`config.mk`:
```
export PLATFORM = sky130hd
export DESIGN_NAME = sram_mem_controller
export DESIGN_NICKNAME = d
export VERILOG_FILES = /design/src/rtl/sram_mem_controller.sv
export SDC_FILE = /design/constraint.sdc
export NUM_CORES = 1
export LEC_CHECK = 0
export BUFFER_PORTS_ARGS = -buffer_cell sky130_fd_sc_hd__buf_2
export CAP_MARGIN = 10
export CORE_ASPECT_RATIO = 1.5
export CORE_MARGIN = 2
export CORE_UTILIZATION = 45
export CTS_CLUSTER_DIAMETER = 40
export DETAILED_ROUTE_END_ITERATION = 8
export GPL_TIMING_DRIVEN = 0
export PLACE_DENSITY = 0.79
export SYNTH_ARGS = -nofsm -noshare
export SYNTH_HDL_FRONTEND = slang
export SYNTH_SLANG_ARGS = --single-unit
```
`constraint.sdc`:
```
create_clock -name clk -period 1.7 [get_ports clk]
set_input_delay 0.51 -clock clk [delete_from_list [all_inputs] [get_ports clk]]
set_output_delay 0.51 -clock clk [all_outputs]
set_load 0.01 [all_outputs]
```
`src/rtl/sram_mem_controller.sv`:
```
// Data-memory initiator: moves each 32-bit MEM-stage word as two 16-bit
// half-accesses on an asynchronous SRAM, each held for WAIT_CYCLES clocks.
module sram_mem_controller #(
    parameter int WAIT_CYCLES = 2,
    parameter int SRAM_AW     = 18
) (
    input  logic               clk,
    input  logic               rst,
    input  logic [31:0]        addr_interface,
    input  logic [31:0]        data_in,
    input  logic               MEM_R_en,
    input  logic               MEM_W_en,
    output logic [31:0]        data_out,
    output logic               ready,
    output logic               freeze,
    output logic [SRAM_AW-1:0] sram_addr,
    output logic [15:0]        sram_wdata,
    input  logic [15:0]        sram_rdata,
    output logic               sram_we_n,
    output logic               sram_oe_n
);

    localparam int IW = SRAM_AW - 1;
    localparam int CW = (WAIT_CYCLES > 1) ? $clog2(WAIT_CYCLES) : 1;
    localparam logic [CW-1:0] CNT_LAST = CW'(WAIT_CYCLES - 1);

    typedef enum logic [2:0] {
        IDLE,
        WR_LO,
        WR_HI,
        RD_LO,
        RD_HI,
        DONE
    } state_t;

    state_t              state_q, state_d;
    logic [CW-1:0]       cnt_q, cnt_d;
    logic [IW-1:0]       idx_q, idx_d;
    logic [15:0]         whi_q, whi_d;
    logic [15:0]         rlo_q, rlo_d;
    logic [SRAM_AW-1:0]  addr_q, addr_d;
    logic [15:0]         wdata_q, wdata_d;
    logic                we_n_q, we_n_d;
    logic                oe_n_q, oe_n_d;
    logic                ready_q, ready_d;
    logic [31:0]         dout_q, dout_d;

    logic [IW-1:0]       req_idx;
    logic                last;
    logic                unused_addr_bits;

    assign req_idx          = addr_interface[SRAM_AW:2];
    assign last             = (cnt_q == CNT_LAST);
    assign unused_addr_bits = ^{addr_interface[31:SRAM_AW+1], addr_interface[1:0]};

    // Bus outputs are registered so they change only on clock edges and
    // stay glitch-free for the asynchronous SRAM.
    always_comb begin
        state_d = state_q;
        cnt_d   = cnt_q;
        idx_d   = idx_q;
        whi_d   = whi_q;
        rlo_d   = rlo_q;
        addr_d  = addr_q;
        wdata_d = wdata_q;
        we_n_d  = 1'b1;
        oe_n_d  = 1'b1;
        ready_d = 1'b0;
        dout_d  = dout_q;

        case (state_q)
            IDLE: begin
                cnt_d = '0;
                if (MEM_W_en) begin
                    idx_d   = req_idx;
                    whi_d   = data_in[31:16];
                    addr_d  = {req_idx, 1'b0};
                    wdata_d = data_in[15:0];
                    we_n_d  = 1'b0;
                    state_d = WR_LO;
                end else if (MEM_R_en) begin
                    idx_d   = req_idx;
                    addr_d  = {req_idx, 1'b0};
                    oe_n_d  = 1'b0;
                    state_d = RD_LO;
                end
            end
            WR_LO: begin
                we_n_d = 1'b0;
                if (last) begin
                    cnt_d   = '0;
                    addr_d  = {idx_q, 1'b1};
                    wdata_d = whi_q;
                    state_d = WR_HI;
                end else begin
                    cnt_d = cnt_q + CW'(1);
                end
            end
            WR_HI: begin
                if (last) begin
                    cnt_d   = '0;
                    ready_d = 1'b1;
                    state_d = DONE;
                end else begin
                    we_n_d = 1'b0;
                    cnt_d  = cnt_q + CW'(1);
                end
            end
            RD_LO: begin
                oe_n_d = 1'b0;
                if (last) begin
                    cnt_d   = '0;
                    rlo_d   = sram_rdata;
                    addr_d  = {idx_q, 1'b1};
                    state_d = RD_HI;
                end else begin
                    cnt_d = cnt_q + CW'(1);
                end
            end
            RD_HI: begin
                if (last) begin
                    cnt_d   = '0;
                    dout_d  = {sram_rdata, rlo_q};
                    ready_d = 1'b1;
                    state_d = DONE;
                end else begin
                    oe_n_d = 1'b0;
                    cnt_d  = cnt_q + CW'(1);
                end
            end
            DONE: begin
                state_d = IDLE;
            end
            default: begin
                state_d = IDLE;
            end
        endcase
    end

    always_ff @(posedge clk) begin
        if (!rst) begin
            state_q <= IDLE;
            cnt_q   <= '0;
            idx_q   <= '0;
            whi_q   <= '0;
            rlo_q   <= '0;
            addr_q  <= '0;
            wdata_q <= '0;
            we_n_q  <= 1'b1;
            oe_n_q  <= 1'b1;
            ready_q <= 1'b0;
            dout_q  <= '0;
        end else begin
            state_q <= state_d;
            cnt_q   <= cnt_d;
            idx_q   <= idx_d;
            whi_q   <= whi_d;
            rlo_q   <= rlo_d;
            addr_q  <= addr_d;
            wdata_q <= wdata_d;
            we_n_q  <= we_n_d;
            oe_n_q  <= oe_n_d;
            ready_q <= ready_d;
            dout_q  <= dout_d;
        end
    end

    // Freeze drops in the ready cycle so the pipeline advances exactly once.
    assign freeze     = (MEM_R_en | MEM_W_en) & ~ready_q;
    assign ready      = ready_q;
    assign data_out   = dout_q;
    assign sram_addr  = addr_q;
    assign sram_wdata = wdata_q;
    assign sram_we_n  = we_n_q;
    assign sram_oe_n  = oe_n_q;

endmodule

```
==> summary.md, run 1 <==
| Metric | Value |
|---|---|
| Util after Layout | `61.4%` |
| DRC | `0` |
| Area growth from synthesis to layout | `32.3%` |
| Final GP Congestion | `0.842` |
| Critical-path top delay cell | `nor2_2` |
| Antenna-violating nets left | `0` |
| Die H | `129 um` |
| Synth top area cells | `dfxtp_1 52%, nand2_1 14%, a21oi_1 11%` |
| Clk buf depth | `2` |
| Async SR Flop Fraction | `0%` |
| IO buf count | `137` |
| CP Cell Sequence | `buf_2 -> nor2_2 -> nor2_1 -> buf_2` |
| Area after DPL | `5540 um2` |
| Met2 routed WL | `6930 um` |
| Final Critical Period | `1680 ps` |
| First-pass GRT wire length | `19,900 um` |
| Worst min path class | `input pin to register` |
| Syn Inst Count | `560` |
| Final hold viol count | `0` |
| Cell taking the most area after synthesis | `dfxtp_1` |
| Crit path DAT | `1170 ps` |
| I/O pins | `154` |
| Post-synthesis sequential area ratio | `51.9%` |
| Largest net degree at the start of global routing | `17` |
| Clock transition at the registers of the reported paths | `50 ps` |
| CP Capture Type | `primary output` |
| Slew Limit Fails | `0` |
| Pleak | `2.66 nW` |
| Via count | `4,459` |
| Top FF cell, synth | `dfxtp_1` |
| Maxcap violations | `0` |
| Fill count | `869` |
| Post-Route Skew | `3.81 ps` |
| CTS Buf Count | `17` |
| #FFs+latches synth | `122` |
| Critical Path RT | `1190 ps` |
| Fin Setup TNS | `0 ps` |
| Period utilization | `99.0%` |
| Yosys warns | `0` |
| WL met1 | `4820 um` |
| CP max stage delay | `270 ps` |
| GR Util All Layers | `22.6%` |
| Worst slew pin tran | `557 ps` |
| Top cell type's share of synthesized area | `51.9%` |
| Number of synthesized flops with an enable pin | `0` |
| GRT overflow | `0` |
| Initial antenna violation count | `0` |
| Vias in the first global route | `4,427` |
| Htree depth | `4` |
| Rows | `45` |
| Cts hold-fix bufs | `0` |
| Post-DP HPWL | `9440 um` |
| DR WL/cell | `15.2 um` |
| Initial DRC Count | `318` |
| Clock root cell | `clkbuf_16` |
| Ratio of cells with drive above 1 in the final layout | `28.7%` |
| Fin nets | `801` |
| Final instance area | `6220 um2` |
| Pwr per Cell Area | `1360 nW/um2` |
| Core outline area | `10,100 um2` |
| CTS tree | `built` |
| Status | `completed` |
| Initial Util | `46.4%` |
| CP bufs+invs | `2` |
| Final setup fails | `0` |
| Diodes inserted | `0` |
| Synth Area per Inst | `8.40 um2` |
| Routed wl met3 | `722 um` |
| Die width | `87.5 um` |
| Cell variety after synth | `34` |
| CTS sink cnt | `122` |
| Maximum vdd ir drop | `870 uV` |
| Setup crit start kind | `input pin` |
| Post-Syn Area | `4710 um2` |
| Post-synthesis net count | `644` |
| Setup CP Type | `input pin to primary output` |
| Tot Pwr | `8.47 mW` |
| Routed WL | `12,800 um` |
| Reg2reg setup slack | `40 ps` |
| Top layer in use | `met4` |
| Worst path most repeated cell | `buf_2` |
| First-pass iteration count of the detailed router | `5` |
| Kind of cell adding the most delay to the critical path | `simple AND/OR/NAND/NOR gates` |
| F_max | `0.594 GHz` |
| Via-per-instance ratio | `5.28` |
| Full die area | `11,300 um2` |
| Max-slew headroom | `62.9%` |
| Area of the multi-input gates | `2050 um2` |
| Register area | `2440 um2` |
| Hold Slack | `344 ps` |
| Clock Latency Late Sink | `400 ps` |
| Critical path peak fanout | `8` |
per-layer routing:
layer	up-vias	GRT usage, %
met5	-	0
met4	0	10.7
met3	26	6.11
met2	145	41.5
met1	2085	23.4
li1	2203	-
placed cells by master (no fill, tap or decap), drive strengths merged:
cell type | netlist | layout
xnor2 | 1 | 1
inv | 3 | 3
a211oi | 34 | 34
and2 | 2 | 2
nand2b | 3 | 3
o311ai | 1 | 1
dfxtp | 122 | 122
and3 | 2 | 2
clkinv | 0 | 3
a31oi | 1 | 1
o31ai | 1 | 1
mux2i | 33 | 33
o21ai | 2 | 2
nor2 | 22 | 22
nand3 | 3 | 3
o22ai | 3 | 3
nor3 | 3 | 3
bufinv | 0 | 4
a21oi | 103 | 103
nor4b | 1 | 1
nand2 | 171 | 171
clkinvlp | 0 | 1
or3 | 1 | 1
clkbuf | 25 | 48
nor2b | 2 | 2
buf | 21 | 158
final cells by class:
type	instances	area share [%]
Buffer	43	3.88
Clock buffer	22	7.62
Clock inverter	8	2.29
Inverter	3	0.181
Multi-Input combinational cell	389	32.9
Sequential cell	122	39.3
Tap cell	117	2.35
Timing Repair Buffer	141	11.5
through the flow:
| stage | cells | setup slack, ps |
|---|---|---|
| floorplan | 560 | 31.5 |
| global placement | 814 | -233 |
| detailed placement | 814 | -288 |
| CTS | 844 | -20.6 |
| global route | 845 | -14.7 |
| finish | 845 | 16.5 |
sequential cells by signal, summed over array words and instances (netlist names):
register	flops
sram_oe_n	1
sram_we_n	1
idx_q	17
rlo_q	16
cnt_q	1
state_q	3
whi_q	16
sram_wdata	16
ready	1
data_out	32
sram_addr	18
cell usage after synthesis, types with 2 or more instances:
| cell type | n |
|---|---|
| and3_1 | 2 |
| nand3_1 | 3 |
| nand2_1 | 170 |
| nor3_1 | 2 |
| nor2_1 | 21 |
| nor2b_1 | 2 |
| o22ai_1 | 3 |
| mux2i_1 | 33 |
| a21oi_1 | 103 |
| buf_2 | 14 |
| clkbuf_1 | 24 |
| a211oi_1 | 33 |
| nand2b_1 | 2 |
| and2_1 | 2 |
| dfxtp_1 | 122 |
| buf_6 | 2 |
| inv_1 | 2 |
| buf_4 | 4 |
tightest hold or removal path: cells and delay by family:
kind	cells	cell delay [ps]
simple gates	1	40
compound gates	1	50
buf+inv	1	100
timing repair:
action	in CTS	in global routing
setup buffers	0	4
gates resized for setup	3	27
pin swaps	1	3
endpoints found under the setup margin	18	83
worst paths after layout:
| path | from | end | cells after the start |
|---|---|---|---|
| setup / recovery | MEM_W_en | freeze | 4 |
| hold / removal | data_in[16] | whi_q[0]$_SDFFE_PN0P_ | 3 |
| setup reg to reg | state_q[0]$_SDFFE_PN0P_ | sram_wdata[13]$_SDFFE_PN0P_ | 6 |
| hold reg to reg | rlo_q[5]$_SDFFE_PN0P_ | data_out[5]$_SDFFE_PN0P_ | 2 |
cells by family (layout without fill, tap and decap cells):
logic type / count (synthesis) / count (layout) / synth area share (%)
mux: 33 / 33 / 7.02
buf+inv: 49 / 217 / 4.95
compound gates: 145 / 145 / 18.0
flops: 122 / 122 / 51.9
xor+xnor: 1 / 1 / 0.186
simple gates: 210 / 210 / 17.9
power by group:
group	total [mW]	switching (mW)	leakage [nW]	internal [mW]
logic	1.47	0.834	1.36	0.631
clock network	3.75	1.20	0.302	2.54
registers	3.26	0.136	0.996	3.12
(Power assumes the default switching activity.)
==> inputs of run 2 (changes only) <==
--- a/config.mk
+++ b/config.mk
@@ -5,15 +5,16 @@
 export SDC_FILE = /design/constraint.sdc
 export NUM_CORES = 1
 export LEC_CHECK = 0
+export ABC_AREA = 1
 export BUFFER_PORTS_ARGS = -buffer_cell sky130_fd_sc_hd__buf_2
 export CAP_MARGIN = 10
 export CORE_ASPECT_RATIO = 1.5
 export CORE_MARGIN = 2
-export CORE_UTILIZATION = 45
+export CORE_UTILIZATION = 51
 export CTS_CLUSTER_DIAMETER = 40
 export DETAILED_ROUTE_END_ITERATION = 8
 export GPL_TIMING_DRIVEN = 0
-export PLACE_DENSITY = 0.79
+export PLACE_DENSITY = 0.84
 export SYNTH_ARGS = -nofsm -noshare
 export SYNTH_HDL_FRONTEND = slang
 export SYNTH_SLANG_ARGS = --single-unit
==> constraint.sdc (replaced) <==
create_clock -name clk -period 1.6 [get_ports clk]
set_input_delay 0.48 -clock clk [delete_from_list [all_inputs] [get_ports clk]]
set_output_delay 0.48 -clock clk [all_outputs]
set_load 0.01 [all_outputs]
==> run 2 against run 1 <==
Worst setup slack improved by 53 ps. Clock skew rose by 8.8 ps. Cell area rose by 2.8%. Core utilization rose by 7.7 points. Global-route usage rose by 4.0 points. Critical path depth rose by 2.
==> summary.md, run 2 <==
| Metric | Value |
|---|---|
| Pleak | `3.04 nW` |
| Final Critical Period | `1530 ps` |
| Worst slew pin tran | `565 ps` |
| CTS sink cnt | `122` |
| Number of synthesized flops with an enable pin | `0` |
| FF-to-FF Start | `state_q[2]$_SDFFE_PN0P_` |
| Diodes inserted | `0` |
| First-pass GRT wire length | `22,000 um` |
| Clk buf depth | `2` |
| IO buf count | `137` |
| Largest net degree at the start of global routing | `18` |
| WHS Path Cells | `3` |
| Initial antenna violation count | `0` |
| CP bufs+invs | `3` |
| Die H | `123 um` |
| CP max stage delay | `360 ps` |
| Full die area | `10,300 um2` |
| Tot Pwr | `12.8 mW` |
| Post-synthesis sequential area ratio | `50.4%` |
| Cell taking the most area after synthesis | `dfxtp_1` |
| Async SR Flop Fraction | `0%` |
| Top cell type's share of synthesized area | `50.4%` |
| Critical Path RT | `1880 ps` |
| Hold Slack | `316 ps` |
| Rows | `43` |
| Final setup fails | `0` |
| Setup CP Type | `register to register` |
| Max-slew headroom | `62.3%` |
| Antenna-violating nets left | `0` |
| Worst min path class | `input pin to register` |
| Post-Syn Area | `4840 um2` |
| Crit path DAT | `1810 ps` |
| CP Cell Sequence | `inv_2 -> buf_6 -> nand4_1 -> buf_2 -> o21ai_0 -> a21oi_1` |
| Synth Area in Compound Gates | `23.7%` |
| Ratio of cells with drive above 1 in the final layout | `26.7%` |
| Maximum vdd ir drop | `1120 uV` |
| Min-delay src | `sram_rdata[8]` |
| Syn Inst Count | `647` |
| Critical path peak fanout | `10` |
| XOR/XNOR share of the synthesized area | `0%` |
| DRC | `0` |
| Synth top area cells | `dfxtp_1 50%, o21ai_0 13%, a21oi_1 7.1%` |
| Via count | `4,910` |
| Final hold viol count | `0` |
| Most common cell in the netlist | `o21ai_0` |
| Post-synthesis adder-cell area fraction | `0%` |
| Pre-CTS WS | `-146 ps` |
| Initial Util | `52.4%` |
| Top FF cell, synth | `dfxtp_1` |
| Synth Area per Inst | `7.49 um2` |
| Util after Layout | `69.2%` |
| Cell variety after synth | `25` |
| Worst min-delay path endpoint | `data_out[24]$_SDFFE_PN0P_` |
| Area growth from synthesis to layout | `32.1%` |
| Largest family of logic cells by synthesized area | `compound AO/OA/AOI/OAI gates` |
| Die width | `83.6 um` |
| Post-synthesis net count | `731` |
| Core outline area | `9250 um2` |
| Simple logic cell fraction of the synthesized area | `15.6%` |
| Htree depth | `4` |
| Pwr per Cell Area | `1990 nW/um2` |
| F_max | `0.653 GHz` |
| Critical-path top delay cell | `dfxtp_2` |
| Status | `completed` |
| Kind of cell adding the most delay to the critical path | `buffers and inverters` |
| Register area | `2450 um2` |
| I/O pins | `154` |
| Post-DP HPWL | `9860 um` |
| Maxcap violations | `0` |
| Yosys warns | `0` |
| Initial DRC Count | `332` |
| Post-Route Skew | `12.6 ps` |
| #FFs+latches synth | `122` |
| GR Util All Layers | `26.7%` |
| Reg2reg setup slack | `70 ps` |
| Fin nets | `888` |
| Fin Setup TNS | `0 ps` |
| First-pass iteration count of the detailed router | `5` |
| Routed WL | `13,900 um` |
| Clock transition at the registers of the reported paths | `50 ps` |
| Vias in the first global route | `4,735` |
| Setup crit start kind | `register` |
| Clock Latency Late Sink | `410 ps` |
| Most common cell after layout, fill and taps aside | `buf_2` |
| CP Capture Type | `register` |
| DR WL/cell | `14.9 um` |
| Max reg flops | `32` |
| Commonest cells in the netlist | `128 x o21ai_0, 122 x dfxtp_1, 88 x nor2_1` |
| CTS tree | `built` |
| Mux contribution to synthesized area | `0%` |
| Fill count | `748` |
| Via-per-instance ratio | `5.29` |
| GRT overflow | `0` |
| CTS Buf Count | `17` |
| Area of the multi-input gates | `1950 um2` |
| R2R depth | `6` |
| Clock root cell | `clkbuf_16` |
| Final GP Congestion | `0.862` |
| Cts hold-fix bufs | `0` |
| Slew Limit Fails | `0` |
| Post-route setup slack | `69.3 ps` |
| Commonest cells after routing, fill and taps aside | `148 x buf_2, 123 x o21ai_0, 119 x dfxtp_1` |
| R2r endpoint | `rlo_q[12]$_SDFFE_PN0P_` |
| Period utilization | `95.7%` |
==> run 2: cell count changes after synthesis, moves of 4 or more <==
cell / previous run / this run
a211oi_1: 33 / 1
a21oi_1: 103 / 69
a31oi_1: 1 / 17
clkbuf_1: 24 / 20
inv_1: 2 / 71
mux2i_1: 33 / 0
nand2_1: 170 / 77
nand3_2: 0 / 4
nand4_1: 0 / 5
nor2_1: 21 / 88
o21ai_0: 1 / 128
o21ai_1: 1 / 6
==> run 2: cell families after synthesis <==
group | Yosys count
compound gates | 223
simple gates | 183
flops | 122
buf+inv | 119
==> run 2: area by class of cell <==
class | instances | share of cell area [%]
multi-input combinational | 406 | 30.5
buffer | 44 | 3.97
inverter | 74 | 4.38
tap | 112 | 2.19
clock buffer | 27 | 8.17
clock inverter | 5 | 1.64
sequential | 122 | 38.2
timing repair buffer | 139 | 10.9
==> run 2: repair_timing <==
action,4_1_cts,5_1_grt
endpoints found under the setup margin,43,92
resized for setup,7,33
pin swaps,0,2
setup buffers,0,2
==> run 2: per-stage QoR <==
| stage | area (um2) | cells |
|---|---|---|
| after global placement | 5670 | 896 |
| after global routing | 6400 | 929 |
| after detailed placement | 5670 | 896 |
| final | 6400 | 929 |
| after floorplan | 4840 | 647 |
| after CTS | 6310 | 927 |
==> run 2: routing by layer <==
| metal | track usage [%] | up-vias | part of all wire (%) |
|---|---|---|---|
| met5 | 0 | - | 0 |
| met4 | 9.27 | 0 | 1.4 |
| met3 | 6.74 | 19 | 6.5 |
| met2 | 48.8 | 221 | 53 |
| met1 | 30.1 | 2251 | 39 |
| li1 | - | 2419 | - |
==> run 2: how the worst max path moves through the flow <==
stage,from,endpoint,slack (ps),depth (start not counted)
CTS,state_q[0]$_SDFFE_PN0P_,sram_wdata[14]$_SDFFE_PN0P_,8,9
global route,state_q[0]$_SDFFE_PN0P_,sram_addr[1]$_SDFFE_PN0P_,-5,7
finish,state_q[2]$_SDFFE_PN0P_,rlo_q[12]$_SDFFE_PN0P_,70,6
global placement,state_q[0]$_SDFFE_PN0P_,sram_oe_n$_SDFF_PN1_,-120,7
floorplan,state_q[0]$_SDFFE_PN0P_,sram_addr[2]$_SDFFE_PN0P_,220,7
detailed placement,state_q[0]$_SDFFE_PN0P_,sram_oe_n$_SDFF_PN1_,-150,7
==> run 2: report_power, final <==
group | leakage, nW | internal [mW] | switching, mW
sequential | 1.00 | 3.85 | 0.368
clock | 0.300 | 2.70 | 1.30
combinational | 1.74 | 1.64 | 2.91
==> run 2: worst reg2reg max path: stages (launching register included) <==
cell	delay (ps)
dfxtp_2	360
inv_2	90
buf_6	160
nand4_1	200
buf_2	260
o21ai_0	280
a21oi_1	60
==> inputs of run 3 (changes only) <==
--- a/config.mk
+++ b/config.mk
@@ -14,6 +14,7 @@
 export CTS_CLUSTER_DIAMETER = 40
 export DETAILED_ROUTE_END_ITERATION = 8
 export GPL_TIMING_DRIVEN = 0
+export MAX_ROUTING_LAYER = met4
 export PLACE_DENSITY = 0.84
 export SYNTH_ARGS = -nofsm -noshare
 export SYNTH_HDL_FRONTEND = slang
==> constraint.sdc (replaced) <==
create_clock -name clk -period 1.76 [get_ports clk]
set_input_delay 0.528 -clock clk [delete_from_list [all_inputs] [get_ports clk]]
set_output_delay 0.528 -clock clk [all_outputs]
set_load 0.01 [all_outputs]
==> run 3 against run 2 <==
Cell count is 0.22% lower. Highest routed layer unchanged. First-iteration DRC count is 15% higher. Via count up 0.77%. Clock-buffer cell count did not move. Cell area is 1.4% lower. Global-route usage grew 0.77 points. Clock power fell by 9.0%.
==> summary.md, run 3 (synthesis results as in run 2) <==
| Metric | Value |
|---|---|
| First-pass GRT wire length | `21,900 um` |
| Maximum vdd ir drop | `1000 uV` |
| Critical path origin | `state_q[0]$_SDFFE_PN0P_` |
| Setup crit start kind | `register` |
| Via count | `4,948` |
| Commonest cells after routing, fill and taps aside | `151 x buf_2, 128 x o21ai_0, 122 x dfxtp_1` |
| Die H | `123 um` |
| Post-CTS setup buffer count | `0` |
| Largest net degree at the start of global routing | `17` |
| Critical path peak fanout | `10` |
| Vias in the first global route | `4,730` |
| Post-Route Skew | `14.0 ps` |
| Routed WL | `13,900 um` |
| Final hold viol count | `0` |
| Pleak | `3.01 nW` |
| CTS sink cnt | `122` |
| Initial DRC Count | `382` |
| CP max stage delay | `290 ps` |
| FF-to-FF Start | `state_q[0]$_SDFFE_PN0P_` |
| Hold Slack | `360 ps` |
| R2R depth | `8` |
| IO buf count | `137` |
| Worst path depth | `8` |
| Pwr per Cell Area | `1810 nW/um2` |
| Status | `completed` |
| First-pass iteration count of the detailed router | `5` |
| Full die area | `10,300 um2` |
| Clock Latency Late Sink | `410 ps` |
| R2r endpoint | `whi_q[14]$_SDFFE_PN0P_` |
| Die width | `83.6 um` |
| Dpl cells | `896` |
| F_max | `0.618 GHz` |
| Via-per-instance ratio | `5.34` |
| Tot Pwr | `11.4 mW` |
| GR Util All Layers | `27.4%` |
| I/O pins | `154` |
| CP bufs+invs | `3` |
| Final Critical Period | `1620 ps` |
| Sw power | `4.09 mW` |
| RSZ-0062 raised after global routing | `false` |
| Cts hold-fix bufs | `0` |
| Crit path DAT | `1900 ps` |
| Clock transition at the registers of the reported paths | `50 ps` |
| Final setup fails | `0` |
| Initial Util | `52.4%` |
| CTS tree | `built` |
| Sequential power share | `33.5%` |
| Clk buf depth | `2` |
| Clock power frac | `31.9%` |
| Htree depth | `4` |
| Ratio of cells with drive above 1 in the final layout | `25.5%` |
| Post-DP HPWL | `9860 um` |
| Antenna-violating nets left | `0` |
| Initial antenna violation count | `0` |
| Rows | `43` |
| Period utilization | `92.0%` |
| Clock root cell | `clkbuf_16` |
| Core outline area | `9250 um2` |
| Final Non-Filler Cells | `927` |
| Most common cell after layout, fill and taps aside | `buf_2` |
| Setup CP Type | `register to register` |
| Area growth from synthesis to layout | `30.3%` |
| Max reg flops | `32` |
| DR WL/cell | `15.0 um` |
| Reg2reg setup slack | `140 ps` |
| Kind of cell adding the most delay to the critical path | `buffers and inverters` |
| Final GP Congestion | `0.876` |
| Area after DPL | `5670 um2` |
| P_int | `7.33 mW` |
| Worst slew pin tran | `547 ps` |
| Sw Ratio | `35.8%` |
| Fill count | `768` |
| GRT overflow | `0` |
| CP Capture Type | `register` |
| Maxcap violations | `0` |
| DRC | `0` |
| Critical Path RT | `2040 ps` |
| Worst setup endpoint | `whi_q[14]$_SDFFE_PN0P_` |
| Worst min path class | `input pin to register` |
| Diodes inserted | `0` |
| CP Cell Sequence | `clkbuf_4 -> inv_1 -> nand2_2 -> nor2_2 -> nand2_1 -> buf_2 -> o21ai_0 -> a21oi_1` |
| Final instance area | `6310 um2` |
| Slew Limit Fails | `0` |
| CTS Buf Count | `17` |
| Critical-path top delay cell | `dfxtp_1` |
| Fin nets | `886` |
| Combinational fraction of design power | `34.6%` |
| Max-slew headroom | `63.5%` |
-- run 3: cell types whose count changed in the layout (fill, tap and decap cells not counted), sizes merged --
cell    before  now
buf        161  160
clkbuf      49   48
-- run 3: worst min path at each step --
stage | startpoint | endpoint | cells after the start
2_1_floorplan | idx_q[0]$_SDFFE_PN0P_ | idx_q[0]$_SDFFE_PN0P_ | 2
3_3_place_gp | idx_q[9]$_SDFFE_PN0P_ | idx_q[9]$_SDFFE_PN0P_ | 2
3_5_place_dp | idx_q[6]$_SDFFE_PN0P_ | idx_q[6]$_SDFFE_PN0P_ | 2
4_1_cts | sram_rdata[7] | data_out[23]$_SDFFE_PN0P_ | 3
5_1_grt | sram_rdata[4] | data_out[20]$_SDFFE_PN0P_ | 3
6_report | sram_rdata[8] | data_out[24]$_SDFFE_PN0P_ | 3
-- run 3: final cells by class --
cell class	count	area, um2	share of cell area [%]
Buffer	44	231	3.67
Clock buffer	27	523	8.29
Clock inverter	5	105	1.67
Inverter	74	278	4.40
Multi-Input combinational cell	406	1910	30.2
Sequential cell	122	2440	38.7
Tap cell	112	140	2.22
Timing Repair Buffer	137	686	10.9
-- run 3: routing by layer --
layer	GRT usage (%)	vias up	part of all wire, %
met3	5.87	18	6.5
met1	30.4	2296	39
met5	-	-	0
met4	9.88	0	1.3
li1	-	2421	-
met2	48.9	213	53
-- run 3: what timing repair did --
action	4_1_cts	5_1_grt
setup endpoints to repair	0	47
resized for setup	0	16
endpoints found under the hold margin	0	0
-- run 3: worst min-delay path, stage by stage --
cell	delay [ps]
buf_2	80
nor2_1	40
nor2_1	80
-- run 3: power by group through the flow --
stage	combinational [mW]	clock [mW]	sequential, mW
5_1_grt	4.43	3.80	3.88
3_5_place_dp	3.81	0	3.86
2_1_floorplan	2.49	0	3.97
4_1_cts	3.87	3.66	3.81
3_3_place_gp	3.67	0	3.83
6_report	3.95	3.64	3.82
-- run 3: metrics by stage --
stage,TNS (ps),setup slack [ps],utilization [%]
5_1_grt,0,10.1,68.2
3_5_place_dp,-2.10,-2.10,61.3
6_report,0,141,68.2
2_1_floorplan,0,384,-
3_3_place_gp,0,24.2,61.3
4_1_cts,0,9.22,68.1
